$ cat config.mk
export PLATFORM = sky130hd
export DESIGN_NAME = batch_offset_engine_flat
export DESIGN_NICKNAME = d
export VERILOG_FILES = /design/src/rtl/batch_offset_engine_if.sv /design/src/rtl/batch_offset_engine.sv /design/src/flat_wrapper.sv
export SDC_FILE = /design/constraint.sdc
export NUM_CORES = 1
export LEC_CHECK = 0
export BUFFER_PORTS_ARGS = -buffer_cell sky130_fd_sc_hd__buf_2
export CAP_MARGIN = 10
export CORE_MARGIN = 3
export CORE_UTILIZATION = 35
export DETAILED_ROUTE_END_ITERATION = 6
export PLACE_DENSITY = 0.5
export SETUP_SLACK_MARGIN = 0.5
export SYNTH_ARGS = -nofsm -noshare
export SYNTH_HDL_FRONTEND = slang
export SYNTH_SLANG_ARGS = --single-unit
export TNS_END_PERCENT = 10
$ cat constraint.sdc
create_clock -name clk -period 6.48 [get_ports clk]
set_input_delay 1.296 -clock clk [delete_from_list [all_inputs] [get_ports clk]]
set_output_delay 1.296 -clock clk [all_outputs]
set_load 0.05 [all_outputs]
$ cat src/rtl/batch_offset_engine_if.sv
// Put/get handshake bundle for the batch offset engine.
// The master drives words and strobes; the slave answers with ready flags and results.
interface batch_offset_engine_if #(
  parameter int DATA_W = 32
);
  logic [DATA_W-1:0] put_data;
  logic              EN_put;
  logic              RDY_put;
  logic              EN_get;
  logic              RDY_get;
  logic [DATA_W-1:0] get;

  modport master (
    output put_data, EN_put, EN_get,
    input  RDY_put, RDY_get, get
  );

  modport slave (
    input  put_data, EN_put, EN_get,
    output RDY_put, RDY_get, get
  );
endinterface

$ cat src/rtl/batch_offset_engine.sv
// Batch processor: accumulate DEPTH words, apply a per-batch arithmetic op to each,
// then drain the results through a registered get port.
module batch_offset_engine #(
  parameter int DATA_W = 32,
  parameter int DEPTH  = 6,
  parameter int CNT_W  = $clog2(DEPTH + 1)
) (
  input  logic                clk,
  input  logic                reset,
  batch_offset_engine_if.slave bus,
  input  logic [1:0]          cfg_mode,
  input  logic [DATA_W-1:0]   cfg_offset,
  output logic                ovf,
  output logic [15:0]         batch_cnt,
  output logic                busy
);

  localparam int IDX_W = $clog2(DEPTH);
  localparam logic [CNT_W-1:0] LAST = CNT_W'(DEPTH - 1);

  typedef enum logic [1:0] {ACCUM, COMPUTE, FLUSH} state_t;

  state_t            state_q, state_d;
  logic [CNT_W-1:0]  wrIdx_q, wrIdx_d;
  logic [CNT_W-1:0]  opIdx_q, opIdx_d;
  logic [CNT_W-1:0]  rdIdx_q, rdIdx_d;
  logic [1:0]        mode_q, mode_d;
  logic [DATA_W-1:0] offset_q, offset_d;
  logic              ovf_q, ovf_d;
  logic [15:0]       batchCnt_q, batchCnt_d;
  logic [DATA_W-1:0] get_q, get_d;

  logic [DATA_W-1:0] inArr  [DEPTH];
  logic [DATA_W-1:0] outArr [DEPTH];

  logic              inWe, outWe;
  logic [DATA_W-1:0] opIn, opResult;
  logic              opOvf;
  logic [DATA_W:0]   sum;
  logic [CNT_W-1:0]  rdNext;

  // Datapath for the word currently addressed by opIdx; carry bit doubles as overflow.
  always_comb begin
    opIn     = inArr[opIdx_q[IDX_W-1:0]];
    sum      = {1'b0, opIn} + {1'b0, offset_q};
    opResult = opIn;
    opOvf    = 1'b0;
    case (mode_q)
      2'd0: begin
        opResult = sum[DATA_W-1:0];
        opOvf    = sum[DATA_W];
      end
      2'd1: begin
        opResult = opIn - offset_q;
        opOvf    = (opIn < offset_q);
      end
      2'd2: begin
        opResult = sum[DATA_W] ? {DATA_W{1'b1}} : sum[DATA_W-1:0];
        opOvf    = sum[DATA_W];
      end
      default: begin
        opResult = opIn;
        opOvf    = 1'b0;
      end
    endcase
  end

  // Next-state logic; strobes that do not match the current state fall through untouched.
  always_comb begin
    state_d    = state_q;
    wrIdx_d    = wrIdx_q;
    opIdx_d    = opIdx_q;
    rdIdx_d    = rdIdx_q;
    mode_d     = mode_q;
    offset_d   = offset_q;
    ovf_d      = ovf_q;
    batchCnt_d = batchCnt_q;
    get_d      = get_q;
    inWe       = 1'b0;
    outWe      = 1'b0;
    rdNext     = rdIdx_q + CNT_W'(1);
    case (state_q)
      ACCUM: begin
        if (bus.EN_put) begin
          inWe = 1'b1;
          if (wrIdx_q == LAST) begin
            wrIdx_d  = '0;
            opIdx_d  = '0;
            mode_d   = cfg_mode;
            offset_d = cfg_offset;
            ovf_d    = 1'b0;
            state_d  = COMPUTE;
          end else begin
            wrIdx_d = wrIdx_q + CNT_W'(1);
          end
        end
      end
      COMPUTE: begin
        outWe = 1'b1;
        ovf_d = ovf_q | opOvf;
        if (opIdx_q == LAST) begin
          // Word 0 was finished DEPTH-1 cycles ago, so get is valid on FLUSH entry.
          rdIdx_d = '0;
          get_d   = outArr[0];
          state_d = FLUSH;
        end else begin
          opIdx_d = opIdx_q + CNT_W'(1);
        end
      end
      FLUSH: begin
        if (bus.EN_get) begin
          if (rdIdx_q == LAST) begin
            rdIdx_d    = '0;
            wrIdx_d    = '0;
            get_d      = '0;
            batchCnt_d = batchCnt_q + 16'd1;
            state_d    = ACCUM;
          end else begin
            rdIdx_d = rdNext;
            get_d   = outArr[rdNext[IDX_W-1:0]];
          end
        end
      end
      default: state_d = ACCUM;
    endcase
  end

  always_ff @(posedge clk) begin
    if (reset) begin
      state_q    <= ACCUM;
      wrIdx_q    <= '0;
      opIdx_q    <= '0;
      rdIdx_q    <= '0;
      mode_q     <= '0;
      offset_q   <= '0;
      ovf_q      <= 1'b0;
      batchCnt_q <= '0;
      get_q      <= '0;
    end else begin
      state_q    <= state_d;
      wrIdx_q    <= wrIdx_d;
      opIdx_q    <= opIdx_d;
      rdIdx_q    <= rdIdx_d;
      mode_q     <= mode_d;
      offset_q   <= offset_d;
      ovf_q      <= ovf_d;
      batchCnt_q <= batchCnt_d;
      get_q      <= get_d;
    end
  end

  // Storage arrays carry no reset; the index counters alone define what is valid.
  always_ff @(posedge clk) begin
    if (inWe && !reset) inArr[wrIdx_q[IDX_W-1:0]] <= bus.put_data;
    if (outWe && !reset) outArr[opIdx_q[IDX_W-1:0]] <= opResult;
  end

  assign bus.RDY_put = (state_q == ACCUM);
  assign bus.RDY_get = (state_q == FLUSH);
  assign bus.get     = get_q;
  assign busy        = (state_q == COMPUTE) || (state_q == FLUSH);
  assign ovf         = ovf_q;
  assign batch_cnt   = batchCnt_q;

endmodule
$ cat src/flat_wrapper.sv
// flat-port wrapper written by rule: the top's interface ports become plain ports
module batch_offset_engine_flat 
#(
  parameter int DATA_W = 32,
  parameter int DEPTH  = 6,
  parameter int CNT_W  = $clog2(DEPTH + 1)
)
  (clk, reset, cfg_mode, cfg_offset, ovf, batch_cnt, busy, bus_put_data, bus_EN_put, bus_EN_get, bus_RDY_put, bus_RDY_get, bus_get);
  batch_offset_engine_if #(.DATA_W(DATA_W)) bus_i ();
  input  logic clk;
  input  logic reset;
  input  logic [1:0] cfg_mode;
  input  logic [DATA_W-1:0] cfg_offset;
  output logic ovf;
  output logic [15:0] batch_cnt;
  output logic busy;
  input wire logic [$bits(bus_i.put_data)-1:0] bus_put_data;
  input wire logic [$bits(bus_i.EN_put)-1:0] bus_EN_put;
  input wire logic [$bits(bus_i.EN_get)-1:0] bus_EN_get;
  output wire logic [$bits(bus_i.RDY_put)-1:0] bus_RDY_put;
  output wire logic [$bits(bus_i.RDY_get)-1:0] bus_RDY_get;
  output wire logic [$bits(bus_i.get)-1:0] bus_get;
  assign bus_i.put_data = bus_put_data;
  assign bus_i.EN_put = bus_EN_put;
  assign bus_i.EN_get = bus_EN_get;
  assign bus_RDY_put = bus_i.RDY_put;
  assign bus_RDY_get = bus_i.RDY_get;
  assign bus_get = bus_i.get;
  batch_offset_engine #(.DATA_W(DATA_W), .DEPTH(DEPTH), .CNT_W(CNT_W)) u_core (.clk(clk), .reset(reset), .bus(bus_i), .cfg_mode(cfg_mode), .cfg_offset(cfg_offset), .ovf(ovf), .batch_cnt(batch_cnt), .busy(busy));
endmodule
; ---- After elaboration in Yosys (flattened, before gate mapping)
; Memory sizes are Yosys's and may differ from the RTL's. A register that Yosys moved wholly into a read port is not among the register bits.
; Index checks and enable logic that the tools add are counted.
[word_totals]
word_cells = 87
output_inout_bits = 52
reg_bits = 94
ram_bits = 384
input_bits = 70
memories = 2
[op_classes]
addsub = 6
bitwise = 1
n_mux = 38
n_reduce_logical = 17
n_eq_ne = 13
order_cmp = 1
[memory_table]
columns = memory, depth, width, read_ports, rd_clocked_by_memory_dff, wr, line
row1 = u_core.inArr, 6, 32, 1, 1, 1, batch_offset_engine.sv:33  ; logic [DATA_W-1:0] inArr [DEPTH];
row2 = u_core.outArr, 6, 32, 2, 0, 1, batch_offset_engine.sv:34  ; logic [DATA_W-1:0] outArr [DEPTH];
[op_table]
columns = cell, n
row1 = 2-to-1 mux 32 bit, 4
row2 = one-hot mux 32 bit (3 select lines), 1
row3 = one-hot mux 32 bit (2 select lines), 1
row4 = 2-to-1 mux 3 bit, 12
row5 = adder 32 x 32 -> 33 bit, 1
row6 = less-than comparator 32 bit, 1
row7 = subtractor 32 bit, 1
row8 = one-hot mux 3 bit (2 select lines), 3
row9 = adder 16 x 1 -> 16 bit (second input constant), 1
row10 = AND reduction 3 bit, 4
row11 = 2-to-1 mux 2 bit, 5
row12 = adder 3 x 1 -> 3 bit (second input constant), 3
row13 = equality test 3 bit (second input constant), 3
row14 = 2-to-1 mux 1 bit, 9
row15 = AND reduction 4 bit, 2
row16 = inequality test 2 x 1 -> 1 bit (second input constant), 3
row17 = inequality test 2 bit (second input constant), 3
row18 = one-hot mux 2 bit (3 select lines), 1
row19 = nonzero test 2 bit, 3
row20 = AND reduction 5 bit, 1
row21 = equality test 2 x 1 -> 1 bit (second input constant), 2
row22 = equality test 2 bit (second input constant), 2
row23 = logical NOT 2 bit, 2
row24 = one-hot mux 1 bit (2 select lines), 2
row25 = other kinds (5), 6

; ---- Logic depth before layout (Yosys ltp)
; Gate-level depths: netlist of run 1.
[depth]
word_depth = 6
ltp_mapped = 19
depth_no_buf = 16

; ---- Worst setup path before layout of run 1
; Ideal clock, no wire load.
[synth_timing]
kind = input to register
startpoint = in reset
endpoint = mem u_core.inArr[0][0] (enable)
arrival_time_ps = 4707
path_slack_ps = 1271
stages = 3
required_ps = 5979
setup_ps = 501
n_path_buf = 1
cell_sequence = clkbuf_1 -> nand2b_1 -> nor4_1
[synth_between]
elab_chain_cells = 4
[synth_lines]
columns = item, line
row1 = start: declaration, flat_wrapper.sv:11  ; input logic reset;
row2 = logical NOT 1 bit, batch_offset_engine.sv:154  ; if (inWe && !reset) inArr[wrIdx_q[IDX_W-1:0]] <= bus.put_data;
row3 = logical AND 1 bit, batch_offset_engine.sv:154
row4 = 2-to-1 mux 1 bit, batch_offset_engine.sv:154
row5 = 2-to-1 mux 1 bit (implied by the code), batch_offset_engine.sv:154
row6 = end: declaration, batch_offset_engine.sv:33
; No other way between the ends.

==> impl_metrics.csv, run 1 <==
group,metric,value,unit
yosys,synth-edff-count,384,
layout,layout_commonest_cell,"edfxtp_1",
floorplan,rows,92,
yosys,synth_simple_gate_area_frac,0.0927,
power,power.share.switching,0.244,
power,p_int,5290,uW
clock_tree,numCtsBuffers,52,
routing,drt_iter0_markers,1077,
timing,fin_tns_setup,0,ns
layout,antenna_cells,0,
yosys,synthDistinctLibCells,82,
power,pwr-share-comb,0.103,
power,p_sw,1710,uW
critical_path,startpoint_type,"register",
timing,skew,0.0176,ns
clock_tree,clock_latency,0.58,ns
yosys,synthArstFlopShare,0,
critical_path,worst-setup-path-type,"reg -> reg",
layout,multi_input_area,8460,um^2
yosys,ys_ff_latch,481,
clock_tree,tritoncts,"built",
power,irDropWorstVdd,0.162,mV
clock_tree,ctsHoldBuffers,0,
run_status,status,"complete, no violations",
placed_design,place_hpwl,40.6,mm
yosys,syn-num-nets,2005,
yosys,syn-instance-count,1853,
yosys,synth_ff_type,"edfxtp_1",
routing,routedWlPerCell,21.4,um
timing,rsz0062_at_grt,"false",
timing,finalHoldViolations,0,
layout,n_fill_cell,6058,
timing,period_needed,5.45,ns
critical_path,crit_path_max_fanout,24,
power,cellLeakagePower,0.00873,uW
hold_path,min_path_type,"reg -> reg",
clock_tree,cts-root-buf,"clkbuf_16",
routing,final_antenna_net_count,0,
critical_path,critPathSlowestCell,"dfxtp_1",
timing,whs,0.479,ns
placed_design,portBuffers,121,
power,power_density,270,nW/um^2
global_route,grt_pass1_vias,14945,
global_route,grt_usage,0.178,
critical_path,slowest_delay,0.80,ns
clock_tree,cts_buffer_depth,3,
clock_tree,clkSlewWorstSetupHoldPaths,0.06,ns
global_route,grt_first_pass_wirelength,92.1,mm
clock_tree,cts.sinks,481,
layout,drive_above_1_share,0.162,
power,seq_power_share,0.493,
yosys,synth_compound_gate_area_share,0.118,
clock_tree,cts_resized,0,
placed_design,routabilityCongestion,0.910,
floorplan,coreArea,63500,um^2
timing,max_freq,0.184,GHz
routing,drc_errors,0,
critical_path,required,6.74,ns
timing,slew_headroom,0.301,
floorplan,ios,122,
yosys,ys_seq_area_frac,0.595,
timing,worst_pin_slew,1.05,ns
routing,num_vias,14870,
timing,fin_crit_sh,0.841,
global_route,gr-total-overflow,0,
layout,area_delta_synth_final,14.3,%
timing,finalMaxSlewViolations,0,
global_route,grt_max_degree,71,
global_route,antenna_found_initial,6,
floorplan,die-area,67800,um^2
routing,drt_wl_total,60.8,mm
yosys,synth.avg_cell_area,12.2,um^2
floorplan,start_util,0.357,
layout,seqCellArea,13500,um^2
yosys,synthXorXnorAreaFrac,0.0189,
critical_path,endpoint_kind,"register",
yosys,synth_top_family_by_area,"compound AO/OA/AOI/OAI gates",
yosys,synth_mux_area_frac,0.0941,
timing,setup_viol,0,
layout,fin_nets,2109,
yosys,syn_area,22700,um^2
job,drv_cap,0,
layout,final_cell_mix,"384 x edfxtp_1, 173 x nor2_1, 170 x nand2_1, 167 x a21oi_1, 120 x buf_2",
routing,drt_pass1_iterations,5,
routing,viasPerCell,5.23,
yosys,synth-adder-area-share,0.0459,
critical_path,arrival,5.71,ns
critical_path,critical_path_buf_inv_count,2,
clock_tree,cts_setup_buffers,0,
critical_path,cp_top_family,"compound AO/OA/AOI/OAI gates",
floorplan,die_h,260,um
power,finalPower,7000,uW
clock_tree,ctsHtreeMaxLevel,2,
yosys,yosysWarningCount,0,
floorplan,die-width,260,um
critical_path,crit_chain,"mux4_2, nor2_1, a21oi_1, inv_1, fa_1, o21ba_2, a2111o_1, and3_1, o21ai_1, nand3_1, a211oi_2, nor2_1, buf_4, a21oi_1",
power,p_clk_frac,0.405,
-- sequential cells by signal (all words and copies together), names as in the netlist, named ones only --
register	cells
u_core.inArr	192
u_core.outArr	192
u_core.bus.get	32
u_core.offset_q	32
u_core.batch_cnt	16
u_core.opIdx_q	3
u_core.rdIdx_q	3
u_core.wrIdx_q	3
u_core.mode_q	2
u_core.state_q	2
u_core.ovf	1
-- cells in the mapped netlist, types with 8 or more instances --
master | instances | area [um^2]
a21o_1 | 8 | 60.1
a21oi_1 | 168 | 841
and2_1 | 8 | 50.1
and3_1 | 11 | 68.8
buf_1 | 15 | 56.3
buf_2 | 9 | 45.0
clkbuf_1 | 73 | 274
dfxtp_1 | 97 | 1940
edfxtp_1 | 384 | 11500
ha_1 | 80 | 1000
inv_1 | 100 | 375
mux2i_1 | 69 | 691
mux4_2 | 64 | 1440
nand2_1 | 171 | 642
nand2b_1 | 11 | 68.8
nand3_1 | 13 | 65.1
nand4_1 | 9 | 56.3
nor2_1 | 176 | 661
nor2b_1 | 12 | 75.1
nor3_1 | 14 | 70.1
nor4_1 | 13 | 81.3
o211ai_1 | 9 | 67.6
o21a_1 | 11 | 82.6
o21ai_0 | 108 | 541
o221ai_1 | 37 | 324
o31ai_1 | 9 | 67.6
or3_1 | 10 | 62.6
xnor2_1 | 33 | 289
xor2_1 | 16 | 140
-- logic make-up after synthesis --
| kind of cell | count (synthesis) |
|---|---|
| AO/OA/AOI/OAI | 432 |
| buffers and inverters | 204 |
| XOR/XNOR | 49 |
| multiplexers | 133 |
| flip-flops | 481 |
| AND/OR/NAND/NOR | 472 |
| adder cells (fa/ha/maj) | 82 |
-- metrics by stage --
step / setup WS, ns / util / cell area (um^2) / std cells
6_report: 1.03 / 0.407 / 25900 / 2845
5_1_grt: 0.650 / 0.407 / 25900 / 2845
3_5_place_dp: 1.06 / 0.382 / 24300 / 2749
4_1_cts: 1.05 / 0.407 / 25900 / 2845
3_3_place_gp: 1.17 / 0.382 / 24300 / 2749
2_1_floorplan: 1.27 / - / 22700 / 1853
-- layout make-up --
class | instances | share of cell area
clock buffer | 77 | 0.0555
clock inverter | 19 | 0.00759
inverter | 101 | 0.0146
multi-input combinational | 1168 | 0.327
sequential | 481 | 0.521
tap | 846 | 0.0409
timing repair buffer | 153 | 0.0337
-- power groups by stage --
| stage | Combinational (uW) | Sequential, uW | Clock (uW) |
|---|---|---|---|
| after global placement | 713 | 3510 | 0 |
| final | 718 | 3450 | 2830 |
| after floorplan | 414 | 3570 | 0 |
| after CTS | 716 | 3450 | 2910 |
| after detailed placement | 713 | 3510 | 0 |
| after global routing | 787 | 3450 | 3050 |
-- worst register-to-register path, stage by stage, from the launching register on --
cell      delay (ns)
dfxtp_1         0.80
mux4_2          0.34
nor2_1          0.04
a21oi_1         0.58
inv_1           0.16
fa_1            0.46
o21ba_2         0.24
a2111o_1        0.42
and3_1          0.18
o21ai_1         0.32
nand3_1         0.20
a211oi_2        0.36
nor2_1          0.10
buf_4           0.26
a21oi_1         0.67
-- layer usage --
layer / GRT usage / routed length [um] / vias up / share of wire
li1: - / - / 7075 / -
met2: 0.298 / 29200 / 334 / 0.48
met4: 0.0370 / 1050 / 6 / 0.017
met3: 0.0305 / 3030 / 81 / 0.050
met1: 0.244 / 27500 / 7374 / 0.45
met5: 0 / 41 / - / 0.00067
-- final timing paths --
| check | end | slack [ns] | from | depth (start not counted) |
|---|---|---|---|---|
| max | u_core.outArr[3][17] | 1.03 | register | 14 |
| min reg2reg | u_core.offset_q[8] | 0.48 | u_core.offset_q[8] | 2 |
| min | u_core.offset_q[8] | 0.48 | u_core.offset_q[8] | 2 |
| max reg2reg | u_core.outArr[3][17] | 1.03 | register | 14 |
Note: power is estimated with default switching activity, not from simulation.
==> inputs of run 2 (changes only) <==
- PLACE_DENSITY: 0.5 -> 0.51
- clock period: 6.48 -> 5.01 ns (I/O delays scaled with it)
==> impl_metrics.csv, run 2 (synthesized netlist as in run 1, its figures left out) <==
group,metric,value,unit
critical_path,endpoint_kind,"register",
timing,period_needed,4.48,ns
clock_tree,clock_latency,0.59,ns
critical_path,critPathSlowestCell,"a21oi_1",
routing,drc_errors,0,
critical_path,crit_cells,17,
timing,finalMaxSlewViolations,0,
critical_path,cpMostUsedCell,"buf_4",
run_status,status,"complete, no violations",
power,power_density,352,nW/um^2
hold_path,min_path_type,"reg -> reg",
critical_path,slowest_delay,0.45,ns
floorplan,die-area,67800,um^2
layout,fin_nets,2157,
global_route,antenna_found_initial,3,
clock_tree,ctsHtreeMaxLevel,2,
power,p_sw,2280,uW
critical_path,crit_path_max_fanout,14,
timing,fin_crit_sh,0.894,
layout,drive_above_1_share,0.201,
power,p_int,7090,uW
clock_tree,cts-root-buf,"clkbuf_16",
power,power.share.switching,0.243,
critical_path,critical_path_buf_inv_count,5,
routing,num_vias,14989,
timing,setup_viol,0,
floorplan,ios,122,
global_route,grt_max_degree,70,
placed_design,place_inst,2793,
power,pwr-share-comb,0.106,
clock_tree,cts.sinks,481,
routing,routedWlPerCell,21.2,um
timing,worst_pin_slew,1.07,ns
critical_path,crit_chain,"buf_6, mux4_2, nor2_1, a21oi_2, buf_4, inv_1, fa_1, o21ba_2, a2111o_1, and3_1, o21ai_1, buf_4, nand3_1, a211oi_2, nor2_2, buf_4, a21oi_1",
routing,viasPerCell,5.17,
timing,fin_tns_setup,0,ns
power,seq_power_share,0.475,
floorplan,rows,92,
clock_tree,clkSlewWorstSetupHoldPaths,0.06,ns
layout,layout_commonest_cell,"edfxtp_1",
placed_design,routabilityCongestion,0.873,
placed_design,post-place-ws,0.102,ns
job,drv_cap,0,
critical_path,rr_worst_depth,17,
routing,drt_iter0_markers,945,
routing,final_antenna_net_count,0,
power,p_clk_frac,0.419,
critical_path,r2r_setup_slack,0.53,ns
timing,fin_ws,0.532,ns
power,cellLeakagePower,0.00907,uW
critical_path,worst-setup-path-type,"reg -> reg",
routing,drt_pass1_iterations,5,
layout,area_delta_synth_final,17.4,%
power,irDropWorstVdd,0.253,mV
clock_tree,tritoncts,"built",
timing,skew,0.0327,ns
critical_path,startpoint_type,"register",
placed_design,portBuffers,121,
layout,layout.cells.non_filler,2897,
clock_tree,cts_buffer_depth,3,
critical_path,required,5.32,ns
clock_tree,numCtsBuffers,54,
critical_path,arrival,4.79,ns
timing,slew_headroom,0.282,
placed_design,place_hpwl,42.3,mm
timing,max_freq,0.223,GHz
routing,drt_wl_total,61.3,mm
global_route,grt_usage,0.181,
floorplan,coreArea,63500,um^2
global_route,grt_pass1_vias,15090,
global_route,gr-total-overflow,0,
hold_path,min_path_cells,2,
layout,final_cell_mix,"384 x edfxtp_1, 172 x nor2_1, 170 x nand2_1, 152 x a21oi_1, 120 x buf_2",
floorplan,die-width,260,um
timing,finalHoldViolations,0,
timing,rsz0062_at_grt,"true",
critical_path,cp_top_family,"compound AO/OA/AOI/OAI gates",
global_route,grt_first_pass_wirelength,93.6,mm
floorplan,die_h,260,um
floorplan,start_util,0.357,
==> run 2: worst paths after layout <==
check	startpoint	endpoint
worst min-delay path	u_core.rdIdx_q[1]	u_core.rdIdx_q[1]
worst max register to register	register	u_core.outArr[4][15]
worst max-delay path	register	u_core.outArr[4][15]
worst min register to register	u_core.rdIdx_q[1]	u_core.rdIdx_q[1]
==> run 2: what timing repair did <==
action / 4_1_cts / 5_1_grt
hold endpoints to repair: 0 / 0
resized for setup: 5 / 37
buffers inserted: 0 / 2
endpoints found under the setup margin: 177 / 193
hold buffers: 0 / 0
pin swaps: 0 / 3
==> run 2: worst min-delay path, cell delays in order (launching register included) <==
cell and delay (ns):
dfxtp_1 0.32, nand2_1 0.06, a21oi_1 0.05
==> run 2: metrics by stage <==
stage | utilization | power (uW) | hold slack [ns] | cell area, um^2
4_1_cts | 0.416 | 9460 | 0.479 | 26400
6_report | 0.419 | 9370 | 0.475 | 26600
2_1_floorplan | - | 5150 | 0.449 | 22700
5_1_grt | 0.419 | 9740 | 0.495 | 26600
3_5_place_dp | 0.387 | 5500 | 0.472 | 24600
3_3_place_gp | 0.387 | 5500 | 0.461 | 24600
==> run 2: power groups by stage <==
stage	Combinational [uW]	Clock, uW	Sequential, uW
floorplan	535	0	4620
global placement	961	0	4540
CTS	972	4030	4460
global route	1080	4190	4460
finish	992	3930	4450
detailed placement	964	0	4540
==> run 2: cell type report <==
| class | count | area, um^2 |
|---|---|---|
| Fill cell | 6034 | 36900 |
| Sequential cell | 481 | 13500 |
| Multi-Input combinational cell | 1168 | 8630 |
| Clock buffer | 78 | 1540 |
| Timing Repair Buffer | 199 | 1250 |
| Tap cell | 846 | 1060 |
| Inverter | 101 | 379 |
| Clock inverter | 23 | 244 |
| Antenna cell | 1 | 2.50 |
==> run 2: per-layer routing <==
metal,global-route usage,part of all wire
met1,0.252,0.46
met4,0.0432,0.020
met3,0.0250,0.044
met2,0.300,0.47
met5,0,0.00044
